[config.mk]
export PLATFORM = sky130hd
export DESIGN_NAME = spm_mem_ctrl
export DESIGN_NICKNAME = d
export VERILOG_FILES = /design/src/rtl/spm_mem_ctrl.sv
export SDC_FILE = /design/constraint.sdc
export NUM_CORES = 1
export LEC_CHECK = 0
export ABC_AREA = 1
export BUFFER_PORTS_ARGS = -buffer_cell sky130_fd_sc_hd__buf_2
export CAP_MARGIN = 10
export CORE_ASPECT_RATIO = 0.9
export CORE_MARGIN = 2
export CORE_UTILIZATION = 35
export CTS_BUF_LIST = sky130_fd_sc_hd__clkbuf_2
export CTS_CLUSTER_SIZE = 30
export DETAILED_ROUTE_END_ITERATION = 12
export GPL_TIMING_DRIVEN = 0
export PLACE_DENSITY_LB_ADDON = 0.1
export SLEW_MARGIN = 20
export SYNTH_ARGS = -nofsm -noshare
export SYNTH_HDL_FRONTEND = slang
export SYNTH_SLANG_ARGS = --single-unit
[constraint.sdc]
create_clock -name clk -period 1.9 [get_ports clk]
set_input_delay 0.19 -clock clk [delete_from_list [all_inputs] [get_ports clk]]
set_output_delay 0.19 -clock clk [all_outputs]
set_load 0.01 [all_outputs]
[src/rtl/spm_mem_ctrl.sv]
// MEM-stage controller for scratch-pad port B: word accesses, sub-word load
// extension, read-modify-write for byte/halfword stores, misalignment detection.
module spm_mem_ctrl (
   input  logic        clk,
   input  logic        reset,
   input  logic        req_en,
   input  logic [3:0]  mem_op,
   input  logic [31:0] addr,
   input  logic [31:0] wr_data,
   output logic [31:0] rd_data,
   output logic        stall,
   output logic        miss_align,
   output logic [11:0] spm_addr,
   output logic        spm_as_,
   output logic        spm_rw,
   output logic [31:0] spm_wr_data,
   input  logic [31:0] spm_rd_data
);

   localparam logic       SPM_READ  = 1'b1;
   localparam logic       SPM_WRITE = 1'b0;
   localparam logic [3:0] OP_LW  = 4'd1;
   localparam logic [3:0] OP_LH  = 4'd2;
   localparam logic [3:0] OP_LHU = 4'd3;
   localparam logic [3:0] OP_LB  = 4'd4;
   localparam logic [3:0] OP_LBU = 4'd5;
   localparam logic [3:0] OP_SW  = 4'd6;
   localparam logic [3:0] OP_SH  = 4'd7;
   localparam logic [3:0] OP_SB  = 4'd8;

   typedef enum logic [1:0] {
      IDLE        = 2'd0,
      LOAD_WAIT   = 2'd1,
      STORE_MERGE = 2'd2
   } state_t;

   state_t      state_q, state_d;
   logic [3:0]  op_q, op_d;
   logic [13:0] addr_q, addr_d;
   logic [15:0] wdata_q, wdata_d;

   // Address bits above the SPM window are intentionally ignored.
   logic unused_addr_s;
   assign unused_addr_s = ^{addr[31:14], wr_data[31:16]};

   function automatic logic is_misaligned(input logic [3:0] op, input logic [1:0] lane);
      case (op)
         OP_LW, OP_SW:         is_misaligned = (lane != 2'd0);
         OP_LH, OP_LHU, OP_SH: is_misaligned = lane[0];
         default:              is_misaligned = 1'b0;
      endcase
   endfunction

   function automatic logic [31:0] load_extend(input logic [3:0] op, input logic [1:0] lane,
                                               input logic [31:0] word);
      logic [31:0] shifted;
      shifted = word >> {lane, 3'b000};
      case (op)
         OP_LW:   load_extend = word;
         OP_LH:   load_extend = {{16{shifted[15]}}, shifted[15:0]};
         OP_LHU:  load_extend = {16'h0000, shifted[15:0]};
         OP_LB:   load_extend = {{24{shifted[7]}}, shifted[7:0]};
         OP_LBU:  load_extend = {24'h000000, shifted[7:0]};
         default: load_extend = 32'h0000_0000;
      endcase
   endfunction

   function automatic logic [31:0] merge_lane(input logic [3:0] op, input logic [1:0] lane,
                                              input logic [31:0] old_word, input logic [15:0] data);
      logic [31:0] base_mask;
      logic [31:0] lane_mask;
      if (op == OP_SH) begin
         base_mask = 32'h0000_FFFF;
      end else begin
         base_mask = 32'h0000_00FF;
      end
      lane_mask  = base_mask << {lane, 3'b000};
      merge_lane = (old_word & ~lane_mask) |
                   (({16'h0000, data} & base_mask) << {lane, 3'b000});
   endfunction

   // State register and request latch.
   always_ff @(posedge clk or negedge reset) begin
      if (!reset) begin
         state_q <= IDLE;
         op_q    <= 4'd0;
         addr_q  <= 14'd0;
         wdata_q <= 16'd0;
      end else begin
         state_q <= state_d;
         op_q    <= op_d;
         addr_q  <= addr_d;
         wdata_q <= wdata_d;
      end
   end

   // Next-state, request capture and all SPM/pipeline outputs.
   always_comb begin
      state_d     = state_q;
      op_d        = op_q;
      addr_d      = addr_q;
      wdata_d     = wdata_q;
      rd_data     = 32'h0000_0000;
      stall       = 1'b0;
      miss_align  = 1'b0;
      spm_addr    = 12'd0;
      spm_as_     = 1'b1;
      spm_rw      = SPM_READ;
      spm_wr_data = 32'h0000_0000;
      if (!reset) begin
         // Outputs held idle while reset is asserted so no stray strobe escapes.
         state_d = IDLE;
      end else begin
         case (state_q)
            IDLE: begin
               if (req_en && is_misaligned(mem_op, addr[1:0])) begin
                  miss_align = 1'b1;
               end else if (req_en) begin
                  case (mem_op)
                     OP_LW, OP_LH, OP_LHU, OP_LB, OP_LBU: begin
                        spm_as_  = 1'b0;
                        spm_addr = addr[13:2];
                        stall    = 1'b1;
                        op_d     = mem_op;
                        addr_d   = addr[13:0];
                        wdata_d  = wr_data[15:0];
                        state_d  = LOAD_WAIT;
                     end
                     OP_SW: begin
                        spm_as_     = 1'b0;
                        spm_rw      = SPM_WRITE;
                        spm_addr    = addr[13:2];
                        spm_wr_data = wr_data;
                        op_d        = mem_op;
                        addr_d      = addr[13:0];
                        wdata_d     = wr_data[15:0];
                     end
                     OP_SH, OP_SB: begin
                        spm_as_  = 1'b0;
                        spm_addr = addr[13:2];
                        stall    = 1'b1;
                        op_d     = mem_op;
                        addr_d   = addr[13:0];
                        wdata_d  = wr_data[15:0];
                        state_d  = STORE_MERGE;
                     end
                     default: begin
                        state_d = IDLE;
                     end
                  endcase
               end else begin
                  state_d = IDLE;
               end
            end
            LOAD_WAIT: begin
               rd_data = load_extend(op_q, addr_q[1:0], spm_rd_data);
               state_d = IDLE;
            end
            STORE_MERGE: begin
               spm_as_     = 1'b0;
               spm_rw      = SPM_WRITE;
               spm_addr    = addr_q[13:2];
               spm_wr_data = merge_lane(op_q, addr_q[1:0], spm_rd_data, wdata_q);
               state_d     = IDLE;
            end
            default: begin
               state_d = IDLE;
            end
         endcase
      end
   end

endmodule

# ---- After elaboration in Yosys (flattened, before gate mapping)
# Cells that the tools add are included.
dict set report op_classes {
  reduce_logical 11
  muxes 42
  bitwise_logic 5
  shifts 3
  eq_ne 18
}
# operator n
set op_table {}
lappend op_table {{two-way mux 32 bit} 8}
lappend op_table {{case mux 32 bit (5 select lines)} 1}
lappend op_table {{case mux 32 bit (2 select lines)} 1}
lappend op_table {{left shift 32 x 5 -> 32 bit} 2}
lappend op_table {{two-way mux 12 bit} 4}
lappend op_table {{AND 16 x 32 -> 32 bit} 1}
lappend op_table {{AND 32 bit} 1}
lappend op_table {{NOT 32 bit} 1}
lappend op_table {{OR 32 bit} 1}
lappend op_table {{right shift 32 x 5 -> 16 bit} 1}
lappend op_table {{== test 4 x 3 -> 1 bit, second input constant} 7}
lappend op_table {{case mux 12 bit (2 select lines)} 1}
lappend op_table {{two-way mux 1 bit} 18}
lappend op_table {{== test 4 x 2 -> 1 bit, second input constant} 4}
lappend op_table {{two-way mux 16 bit} 1}
lappend op_table {{== test 4 x 1 -> 1 bit, second input constant} 2}
lappend op_table {{two-way mux 2 bit} 4}
lappend op_table {{OR reduction 8 bit} 1}
lappend op_table {{OR reduction 7 bit} 1}
lappend op_table {{case mux 1 bit (2 select lines)} 3}
lappend op_table {{case mux 2 bit (3 select lines)} 1}
lappend op_table {{AND reduction 5 bit} 1}
lappend op_table {{OR reduction 5 bit} 1}
lappend op_table {{== test 4 bit, second input constant} 1}
lappend op_table {{other kinds (11)} 12}
dict set report word_totals {
  output_inout_bits 80
  ff_bits 36
  inputBits 103
}

# ---- Logic depth before layout (Yosys ltp)
# Gate-level depths: netlist (run 1).
dict set report logic_depth {
  ltp_word 10
  mapped_depth 11
  depth_no_buf 10
}

# ---- Least setup slack after synthesis (run 1)
# No wires, ideal clock.
dict set report synth_timing {
  kind {flip-flop to output port}
  startpoint {register state_q[0]}
  endpoint {output port spm_wr_data[0]}
  slack_ns 0.293
  arrival_time_ns 1.417
  stages_incl_launch_ff 7
  t_required_ns 1.710
  path_buffers 2
  cell_sequence {dfrtp_1 > or2_2 > clkbuf_1 > clkbuf_1 > nor2_1 > nand3_1 > a21oi_1}
}
dict set report synth_via {
  elab_chain_cells 3
  elab_cells_between_ends 4
  classes_between {eq/ne: 1; mux: 2; reduce/logical: 1}
}
# element line_no
set synth_rtl {}
lappend synth_rtl {{from (decl)} 37} ;# state_t state_q, state_d;
lappend synth_rtl {{from (signal assigned)} 90} ;# state_q <= state_d;
lappend synth_rtl {{== test 2 bit or logical NOT 2 bit (tied branches)} 114} ;# case (state_q)
lappend synth_rtl {{case mux 32 bit (2 select lines) *} 114}
lappend synth_rtl {{two-way mux 32 bit *} 110} ;# if (!reset) begin
lappend synth_rtl {{to (decl)} 16} ;# output logic [31:0] spm_wr_data,
# Every way passes the cells marked *; elsewhere a longest branch is shown, timed or not.

# ---- Worst setup path after layout (run 1)
dict set report layout_timing {
  startpoint {register addr_q[0]}
  endpoint {output port spm_wr_data[19]}
}
dict set report layout_via {
  elab_chain_cells 6
  elab_cells_between_ends 7
  classes_between {shift: 2; mux: 2; bitwise: 3}
}
# element line_no
set layout_rtl {}
lappend layout_rtl {{from (decl)} 39} ;# logic [13:0] addr_q, addr_d;
lappend layout_rtl {{from (signal assigned)} 92} ;# addr_q <= addr_d;
lappend layout_rtl {{left shift 32 x 5 -> 32 bit} 77} ;# lane_mask = base_mask << {lane, 3'b000};
lappend layout_rtl {{NOT 32 bit} 78} ;# merge_lane = (old_word & ~lane_mask) |
lappend layout_rtl {{AND 32 bit} 78}
lappend layout_rtl {{OR 32 bit *} 78}
lappend layout_rtl {{case mux 32 bit (2 select lines) *} 114}
lappend layout_rtl {{two-way mux 32 bit *} 110}
# Marks and branches as above.

==> results of run 1 <==
## power breakdown
part	internal [mW]	switching (mW)
logic	1.09	1.62
clock network	0.0921	0.285
registers	0.939	0.185
## timing repair
item	CTS	global route
cloned	8	2
resized for setup	191	172
setup buffers	26	17
hold endpoints to repair	36	0
hold buffers	2	0
setup endpoints to repair	109	83
pin swaps	72	62
## critical path, delay by kind of cell, from the launching register on
| family | cells | cell delay (ps) |
|---|---|---|
| buffers and inverters | 5 | 660 |
| AO/OA/AOI/OAI | 1 | 120 |
| flip-flops | 1 | 390 |
| AND/OR/NAND/NOR | 4 | 440 |
## sequential cells by signal (all words and copies together) (netlist names)
register,count
op_q,4
wdata_q,16
state_q,2
addr_q,14
## cells in the mapped netlist
library cell	n	area, µm²
a21oi_1	59	295
a21oi_2	1	8.76
a22oi_1	3	22.5
and3_1	1	6.26
buf_1	3	11.3
buf_2	20	100
buf_4	9	67.6
buf_6	5	56.3
clkbuf_1	18	67.6
clkbuf_2	1	5.00
clkinv_1	2	7.51
dfrtp_1	36	901
inv_1	96	360
inv_2	7	26.3
nand2_1	274	1030
nand2_2	3	18.8
nand3_1	116	581
nand3_2	1	10.0
nand3_4	1	17.5
nand3b_4	1	20.0
nand4_1	42	263
nor2_1	64	240
nor2_2	3	18.8
nor2_4	4	45.0
o211ai_1	11	82.6
o21ai_0	25	125
o21ai_1	2	10.0
or2_2	1	6.26
## stage by stage
stage / cells / setup WS (ps) / area [µm²] / total power [mW] / TNS, ps
floorplan: 809 / 293 / 4400 / 2.27 / 0
global placement: 1133 / -673 / 5420 / 2.84 / -40110
detailed placement: 1133 / -647 / 5420 / 2.84 / -39590
CTS: 1174 / -274 / 6380 / 3.69 / -14970
global route: 1191 / -410 / 7130 / 4.48 / -26070
finish: 1191 / -302 / 7130 / 4.21 / -17000
## layer usage
layer | track usage | vias to the layer above | share of wire
li1 | - | 3050 | -
met1 | 0.407 | 2962 | 0.45
met2 | 0.440 | 303 | 0.45
met3 | 0.0386 | 24 | 0.082
met4 | 0.0558 | 0 | 0.014
met5 | 0 | - | 0
## area by class of cell
class | count | area, µm²
Tap cell | 160 | 200
Inverter | 105 | 414
Buffer | 53 | 479
Fill cell | 1264 | 5040
Multi-Input combinational cell | 612 | 3630
Clock inverter | 2 | 11.3
Sequential cell | 36 | 905
Timing Repair Buffer | 217 | 1470
Clock buffer | 6 | 30.0
## cells by family after synthesis
| logic type | after synthesis |
|---|---|
| and+or+nand+nor | 511 |
| buffers and inverters | 161 |
| AOI/OAI and AO/OA | 101 |
| DFF | 36 |
## final timing paths
path | from | end | slack, ps | cells past startpoint
setup / recovery | addr_q[0]$_DFFE_PN0P_ | spm_wr_data[19] | -300 | 10
hold / removal | addr[6] | addr_q[6]$_DFFE_PN0P_ | 20 | 3
setup reg to reg | state_q[0]$_DFFE_PN0P_ | wdata_q[6]$_DFFE_PN0P_ | 250 | 7
hold reg to reg | addr_q[4]$_DFFE_PN0P_ | addr_q[4]$_DFFE_PN0P_ | 510 | 2
max in group asynchronous | reset | wdata_q[15]$_DFFE_PN0P_ | 1310 | 3
min in group asynchronous | reset | addr_q[9]$_DFFE_PN0P_ | 350 | 3
==> metrics list, run 1 <==
- Status: finished with violations
- The checks that failed: setup timing.
- Height of the die: 110 µm
- Of the available clock period, the critical path in the final layout requires 1.16.
- Worst max-slew margin expressed relative to the limit: 0.587
* Seq/Total Area, Yosys: 0.205
* Number of buffers added on ports: 164
- Clock tree from TritonCTS: yes
- For this run, design rule violations remaining after detail routing come to 0.
* Number of global-route vias before repair: 5,754
* XOR/XNOR Fraction of Synth Area: 0
* Reported max-cap violation count: 0
- Min setup slack post-route: -302 ps
* Nature of the critical path endpoint: output pin
* Detailed-routing iteration count for the pre-antenna-repair pass: 5
- Setup repair after global routing could not meet its margin everywhere.
- The clock net in this run drives a total of 36 sinks.
- Floorplan Core Area: 0.0122 mm²
- Of the post-synthesis cell area, the part taken by muxes is 0.
- Walking the worst path, the cells encountered are buf_6 > inv_6 > nor2_4 > buf_6 > clkbuf_16 > nand4_1 > nand3_2 > nand2_1 > a21oi_1 > buf_2.
- Via total after detailed routing: 6,339
- On the critical path, the stage with the largest delay is an instance of dfrtp_1.
- Static timing analysis puts the maximum clock frequency at 454 MHz.
- After clock tree synthesis, the clock-pin slew on the worst setup and hold paths is 230 ps.
- Clk Latency, worst-skew pair: 380 ps
- H-tree level count: 2
* Clock buffers created by TritonCTS: 5
* Post-synthesis adder-cell area fraction: 0
- Counting stages on the worst path, the most repeated cell is buf_6.
- Flops & latches, synth: 36
- In this run the worst path has a maximum fanout of 6.
* Total count of max-transition violations in the final report: 0
- Leaving out fill and tap cells, the most frequent cells in the layout are nand2_1, buf_2, inv_1.
- Routed length per instance: 16.7 µm
* Yosys synthesis warning count: 0
- Cell Area, Synth: 0.00440 mm²
* Antenna-violating nets left: 0
* Kind of start point of the critical path: register
- Overall die area: 0.0135 mm²
* Critical path arrival: 2010 ps
- Of the total synthesized cell area, the portion taken by AND, OR, NAND and NOR gates is 0.512.
* Number of ports placed on the die boundary: 183
- Peak supply drop: 0.263 mV
- Initial Util: 0.362
- Initial antenna violation count: 0
- Number of buffers on the longest clock path: 2
* Antenna cell count: 0
- Gpl congestion: 0.941
* Synth Net Count: 912
- A synthesized cell averages 5.44 µm².
- Complex-gate fraction of the synthesized area: 0.124
* Main combinational cell family by area after synthesis: simple AND/OR/NAND/NOR gates
- Setup violations remaining at the end of the flow were counted as 77.
- Most common cell after layout, fill and taps aside: nand2_1
* X dimension of the die: 122 µm
- End-of-flow core utilization: 0.586
* Largest net degree at the start of global routing: 37
- Final critical path time including I/O delays and setup: 2200 ps
* Leakage: 3.92 nW
* Transition time at the pin with the least slew margin: 620 ps
* Slowest stage delay, CP: 390 ps
- The first global-routing pass estimated 29,500 µm of wire.
* Total global routing overflow: 0
* Drt first-iter violations: 557
* Distinct cell type count after synthesis: 28
* Layout area overhead: 62.1%
- For the worst setup path, the data required time is 1710 ps.
- Type of the tightest min-delay check: in -> reg
- Synthesis produced a netlist whose cell count is 809.
- For this block, the routed nets add up to 19,800 µm of wire.
* Drt via density: 5.32
- Row generation in the floorplan step produced 38 rows.
- Tightest hold margin: 18.6 ps
- Final Skew: 25.8 ps
- In this run the clock root is driven by a clkbuf_2.
- The worst setup path is of the reg -> out kind.
* Final hold violations: 0
- Power per cell area: 590 mW/mm²
- The net count of the finished layout is 1,133.
* GR Util All Layers: 0.279
* Fraction of layout instances using a drive strength above 1: 0.486
- DP Wirelength: 14,100 µm
Power figures use the tool's default switching activity.
==> run 2: changes to the inputs <==
--- a/config.mk
+++ b/config.mk
@@ -9,7 +9,6 @@
 export BUFFER_PORTS_ARGS = -buffer_cell sky130_fd_sc_hd__buf_2
 export CAP_MARGIN = 10
 export CORE_ASPECT_RATIO = 0.9
-export CORE_MARGIN = 2
 export CORE_UTILIZATION = 35
 export CTS_BUF_LIST = sky130_fd_sc_hd__clkbuf_2
 export CTS_CLUSTER_SIZE = 30
==> constraint.sdc (replaced) <==
create_clock -name clk -period 1.9 [get_ports clk]
set_input_delay 0.38 -clock clk [delete_from_list [all_inputs] [get_ports clk]]
set_output_delay 0.38 -clock clk [all_outputs]
set_load 0.01 [all_outputs]
==> metrics list, run 2 (synthesis results as in run 1) <==
- Critical path cell sequence: buf_12 > nor2_4 > a22oi_1 > nand2_1 > nand2_4 > buf_8 > nand3_1 > nand2_1 > inv_1 > buf_2
* Origin of the worst min-delay path: addr[9]
- The H-tree was split into 2 levels.
- Detailed placement ended at an HPWL of 13,900 µm.
- For this run, global-route usage on met2 was measured as 0.441.
- Critical path buffer and inverter count: 4
- Clock network fraction of design power: 0.120
- The final layout contains routed wiring with a total length of 19,400 µm.
- Cell count after placement: 1,133
* Global routing usage on met3: 0.0422
- On the worst path, the slowest cell contributes a delay of 490 ps.
- Static timing analysis puts the maximum clock frequency at 409 MHz.
- The via count of the first global-routing pass is 5,566.
- Transition time at the pin with the least slew margin: 646 ps
- The first global-routing pass estimated 28,600 µm of wire.
* Status: finished with violations
- STA puts the critical path data required time at 1520 ps.
- Final Skew: 28.4 ps
- Largest register FFs: 16
* GR Util All Layers: 0.279
- Ranked by flip-flop count, first place goes to wdata_q.
- Entering global routing, the biggest net connects 39 pins.
- Detailed-routing iteration count for the pre-antenna-repair pass: 5
* Worst max-slew margin expressed relative to the limit: 0.569
- Measured on the finished design, the core utilization comes to 0.579.
- Fill cells in the final layout number 1,244.
- The worst setup path is launched from a register.
* Final total negative setup slack: -35,850 ps
* Clock tree from TritonCTS: yes
- Setup repair after global routing missed its margin: yes
* Violations in the final reports: setup timing
- The root buffer cell chosen for the clock tree is clkbuf_2.
- Most common cell after layout, fill and taps aside: nand2_1
- Input and output buffers added on the ports amount to 164.
* Portion of total power attributed to combinational logic: 0.620
* Number of buffers on the longest clock path: 2
- The worst setup path is of the reg -> out kind.
- For met1 alone, demand over resource in global routing was 0.403.
- X dimension of the die: 120 µm
* Worst r2r src: state_q[0]$_DFFE_PN0P_
* Largest fanout on the critical path: 10
- The worst hold path belongs to the class in -> reg.
* Worst hold path endpoint: addr_q[9]$_DFFE_PN0P_
* Initial Util: 0.362
- Initial antenna violation count: 0
* Worst setup slack for register-to-register paths: 90 ps
* Reported max-cap violation count: 0
- Setup violations remaining at the end of the flow were counted as 78.
- Leaving out fill and tap cells, the most frequent cells in the layout are nand2_1, buf_2, inv_1.
* Drt via density: 5.29
* WHS Path Cells: 3
* Most common cell on crit path: nand2_1
* Depth of the most critical reg-to-reg path: 9
- The layer flagged by global routing as most heavily used is met2.
* Total number of clock tree sinks: 36
* Clk Latency, worst-skew pair: 450 ps
- Final hold violations: 0
* # DRC: 0
* Floorplan Core Area: 0.0122 mm²
* Share of the clock period used by the worst path: 1.29
- Antenna cell count: 0
- Counting I/O delays and the setup requirement, the final critical path takes 2440 ps.
* Power per cell area: 612 mW/mm²
- Nature of the critical path endpoint: output pin
- Relative contribution of sequential cells to total power: 0.259
* Height of the die: 108 µm
- Compared with the post-synthesis result, the final layout area differs by 60.2%.
- The initialized floorplan defines 38 standard-cell rows.
- Final net count: 1,130
- Drt first-iter violations: 460
- Overall die area: 0.0130 mm²
- Dividing the detail-routed wire length by the instance count gives 16.3 µm.
* CTS clock-pin slew for the worst setup and hold paths: 230 ps
- The internal portion of the total power is 2.25 mW.
- The endpoint identified for the worst register-to-register timing path is addr_q[1]$_DFFE_PN0P_.
- P_sw: 2.07 mW
* Total count of max-transition violations in the final report: 0
- For this run the aggregate overflow at the end of global routing stands at 0.
- Number of non-filler instances in the completed layout: 1,188
* Largest delay share family, worst path: simple AND/OR/NAND/NOR gates
- Biggest registers after layout: wdata_q (16), addr_q (14), op_q (4)
* Slowest stage cell on the critical path: dfrtp_2
* Leakage: 3.87 nW
- Via total after detailed routing: 6,288
- STA puts the critical path data arrival time at 2060 ps.
- 183 I/O pins were placed.
- Gpl congestion: 0.953
* Peak supply drop: 0.301 mV
- Min setup slack post-route: -543 ps
- Antenna-violating nets left: 0
* Clock buffers created by TritonCTS: 5
* Fraction of power spent switching nets: 0.479
- Fraction of layout instances using a drive strength above 1: 0.447
run 2: power by group through the flow:
stage | Combinational, mW | Clock (mW) | Sequential [mW]
final | 2.68 | 0.520 | 1.12
after global routing | 2.89 | 0.560 | 1.14
after CTS | 2.28 | 0.517 | 1.10
after detailed placement | 1.73 | 0 | 1.11
after global placement | 1.73 | 0 | 1.11
after floorplan | 1.22 | 0 | 1.05
run 2: worst min-delay path: stages:
cell	delay [ps]
buf_2	110
nand4_1	80
nand2_1	50
run 2: metrics by stage:
stage	hold WS [ps]	worst slack, ps	total power, mW	area, µm²
after floorplan	84.4	103	2.27	4400
after global placement	456	-889	2.84	5420
after detailed placement	462	-885	2.84	5420
after CTS	-229	-476	3.90	6370
after global routing	133	-683	4.59	7050
final	162	-543	4.31	7050
run 2: timing repair:
action / in CTS / in global routing
pin swaps: 57 / 71
setup buffers: 31 / 13
endpoints found under the hold margin: 36 / 36
gates resized for setup: 187 / 139
cloned: 4 / 4
setup endpoints to repair: 116 / 104
run 2: how the worst max path moves through the flow:
stage	from	end	slack (ps)	depth (start not counted)
2_1_floorplan	state_q[0]$_DFFE_PN0P_	spm_wr_data[0]	100	6
3_3_place_gp	reset	rd_data[30]	-890	7
3_5_place_dp	reset	rd_data[30]	-880	7
4_1_cts	op_q[2]$_DFFE_PN0P_	spm_wr_data[15]	-480	12
5_1_grt	addr_q[1]$_DFFE_PN0P_	rd_data[15]	-680	10
6_report	addr_q[1]$_DFFE_PN0P_	rd_data[30]	-540	10
run 2: layout make-up:
class	count	area (µm²)	area share
plain buffers	52	442	0.0626
clock buffers	5	25.0	0.00355
clock inverters	3	42.5	0.00603
inverters	105	408	0.0578
multi-input cells	612	3610	0.512
flip-flops and latches	36	905	0.128
well taps	160	200	0.0284
repair buffers	215	1420	0.202
run 2: per-layer routing:
| metal | up-vias | routed length [µm] |
|---|---|---|
| met2 | 285 | 8740 |
| met4 | 0 | 251 |
| met1 | 2936 | 8990 |
| li1 | 3040 | - |
| met5 | - | 0 |
| met3 | 27 | 1420 |
==> run 3: changes to the inputs <==
--- a/config.mk
+++ b/config.mk
@@ -8,8 +8,8 @@
 export ABC_AREA = 1
 export BUFFER_PORTS_ARGS = -buffer_cell sky130_fd_sc_hd__buf_2
 export CAP_MARGIN = 10
-export CORE_ASPECT_RATIO = 0.9
-export CORE_UTILIZATION = 35
+export CORE_ASPECT_RATIO = 1.2
+export CORE_UTILIZATION = 45
 export CTS_BUF_LIST = sky130_fd_sc_hd__clkbuf_2
 export CTS_CLUSTER_SIZE = 30
 export DETAILED_ROUTE_END_ITERATION = 12
==> metrics list, run 3 (synthesis results as in run 1) <==
- Status: finished with violations
* Violations in the final reports: setup timing
- The final layout contains 1,146 nets.
- During I/O placement, the number of pins put on the boundary was 183.
* Number of buffers added on ports: 164
- Detailed-routing iteration count for the pre-antenna-repair pass: 7
- In this run the power density over the cells is 619 mW/mm².
* Gpl congestion: 0.969
* Biggest registers after layout: wdata_q (16), addr_q (14), op_q (4)
- Instance area after placement: 0.00538 mm²
* Height of the die: 110 µm
- Of all nets on the critical path, the largest fanout is 8.
- Overall die area: 0.0102 mm²
- Across the routed clock network, the largest skew measured is 5.02 ps.
- Post-detailed-routing wire length: 21,000 µm
* Number of buffers on the longest clock path: 2
- Routed length per instance: 18.0 µm
- Fraction of layout instances using a drive strength above 1: 0.490
- Setup repair after global routing could not meet its margin everywhere.
- Share of the clock period used by the worst path: 1.34
- Portion of total power attributed to combinational logic: 0.668
* Required time at the worst-slack endpoint: 1520 ps
- Setup violations remaining at the end of the flow were counted as 79.
- The register with the most flip-flops in the layout has 16 of them.
* Clock buffers created by TritonCTS: 5
- WHS Path Cells: 3
* Via total after detailed routing: 6,752
* Depth of the most critical reg-to-reg path: 8
- For this configuration, the core starts out at a cell density of 0.463.
- The worst setup path is captured at an output pin.
- Of the total power, the share spent switching nets is 0.498.
- Entering global routing, the biggest net connects 37 pins.
- Final Instance Area: 0.00727 mm²
- Headroom to the max-slew limit came out at 0.566.
- # DRC: 0
- For the finished layout, the period the worst path requires is 2550 ps.
- STA puts the critical path data arrival time at 2170 ps.
* Type of the tightest min-delay check: in -> reg
- Critical path class: reg -> out
- In the layout the commonest cells are nand2_1, buf_2, inv_1.
* Layout area overhead: 65.3%
* CTS clock-pin slew for the worst setup and hold paths: 180 ps
- H-tree level count: 2
- The share of total power dissipated in sequential elements is 0.251.
- STA classifies the critical path startpoint as a register.
- Tightest hold margin: 203 ps
- The layout has 747 filler cells.
* # rows: 39
* Transition time at the pin with the least slew margin: 651 ps
* P_sw: 2.24 mW
- TritonCTS built the clock tree.
- Clk Latency, worst-skew pair: 410 ps
* Total power: 4.50 mW
* Total number of clock tree sinks: 36
- The max-slew violation total from the final report is 0.
- Initial antenna violation count: 0
- The library cell used most frequently in the layout, excluding fill and tap cells, is nand2_1.
- DP Wirelength: 13,200 µm
- Floorplan Core Area: 0.00952 mm²
- Once layout is complete, the utilization of the core stands at 0.764.
- Reported max-cap violation count: 0
* Clock root buffer: clkbuf_2
- Clock network fraction of design power: 0.082
- The register with the most flip-flops in the final layout is wdata_q.
- Across the VDD grid, the largest voltage drop is 0.382 mV.
- Drt via density: 5.79
* Worst setup slack for register-to-register paths: 90 ps
- The final count of hold timing violations came to 0.
- Antenna cell count: 0
- Leakage: 4.00 nW
- The first global-routing pass estimated 29,300 µm of wire.
- Antenna-violating nets left: 0
* Total global routing overflow: 0
* Number of global-route vias before repair: 5,878
* Drt first-iter violations: 566
- The die is 92.3 µm wide.
- Internal power comes to 2.26 mW.
- GR Util All Layers: 0.365
- Maximum clock frequency: 392 MHz
* Min setup slack post-route: -654 ps
## run 3: cell count changes in the layout (fill, tap and decap cells not counted), sizes merged
| cell | change |
|---|---|
| buf | +19 |
| bufinv | -1 |
| clkbuf | -1 |
| clkinv | +1 |
| clkinvlp | -1 |
| inv | -1 |
## run 3: power by group through the flow
stage / Combinational (mW) / Clock (mW) / Sequential (mW)
after floorplan: 1.22 / 0 / 1.05
after global placement: 1.71 / 0 / 1.11
after detailed placement: 1.71 / 0 / 1.11
after CTS: 2.27 / 0.363 / 1.10
after global routing: 3.18 / 0.406 / 1.14
final: 3.01 / 0.367 / 1.13
## run 3: timing repair
item	CTS	global route
setup buffers	39	17
endpoints found under the hold margin	36	0
gates cloned	8	4
pin swaps	48	99
endpoints found under the setup margin	116	82
hold buffers	2	0
resized for setup	196	207
## run 3: routing by layer
metal	part of all wire	up-vias	wire length (µm)	global-route usage
li1	-	3081	-	-
met1	0.35	3040	7390	0.417
met2	0.47	486	9830	0.625
met3	0.11	145	2210	0.0727
met4	0.075	0	1580	0.240
met5	0	-	0	0
## run 3: path summary, 6_finish.rpt
check / start / endpoint
worst max register to register: state_q[0]$_DFFE_PN0P_ / wdata_q[0]$_DFFE_PN0P_
worst max-delay path: op_q[3]$_DFFE_PN0P_ / spm_wr_data[12]
worst min-delay path: addr[2] / addr_q[2]$_DFFE_PN0P_
max in group asynchronous: reset / addr_q[1]$_DFFE_PN0P_
worst min register to register: addr_q[12]$_DFFE_PN0P_ / addr_q[12]$_DFFE_PN0P_
min in group asynchronous: reset / wdata_q[12]$_DFFE_PN0P_
## run 3: metrics by stage
step	std cells	TNS, ps	setup WS, ps
CTS	1152	-25930	-405
floorplan	809	0	103
finish	1167	-35070	-654
global route	1167	-43200	-748
global placement	1096	-74000	-918
detailed placement	1096	-76140	-923
## run 3: critical path, stage by stage, from the launching register on
cell and delay [ps]:
dfrtp_1 470, nor2_4 270, buf_6 200, nand2_4 70, nand2_8 90, nand2_8 100, nand2_1 160, nand2_1 100
nand2_2 70, a21oi_1 60, buf_2 170
## run 3: area by class of cell
class	instances	area (µm²)	area share
clock inverter	1	3.75	0.000516
inverter	105	420	0.0578
tap	123	154	0.0212
timing repair buffer	231	1560	0.214
clock buffer	7	35.0	0.00482
sequential	36	903	0.124
buffer	52	485	0.0667
multi-input combinational	612	3710	0.511
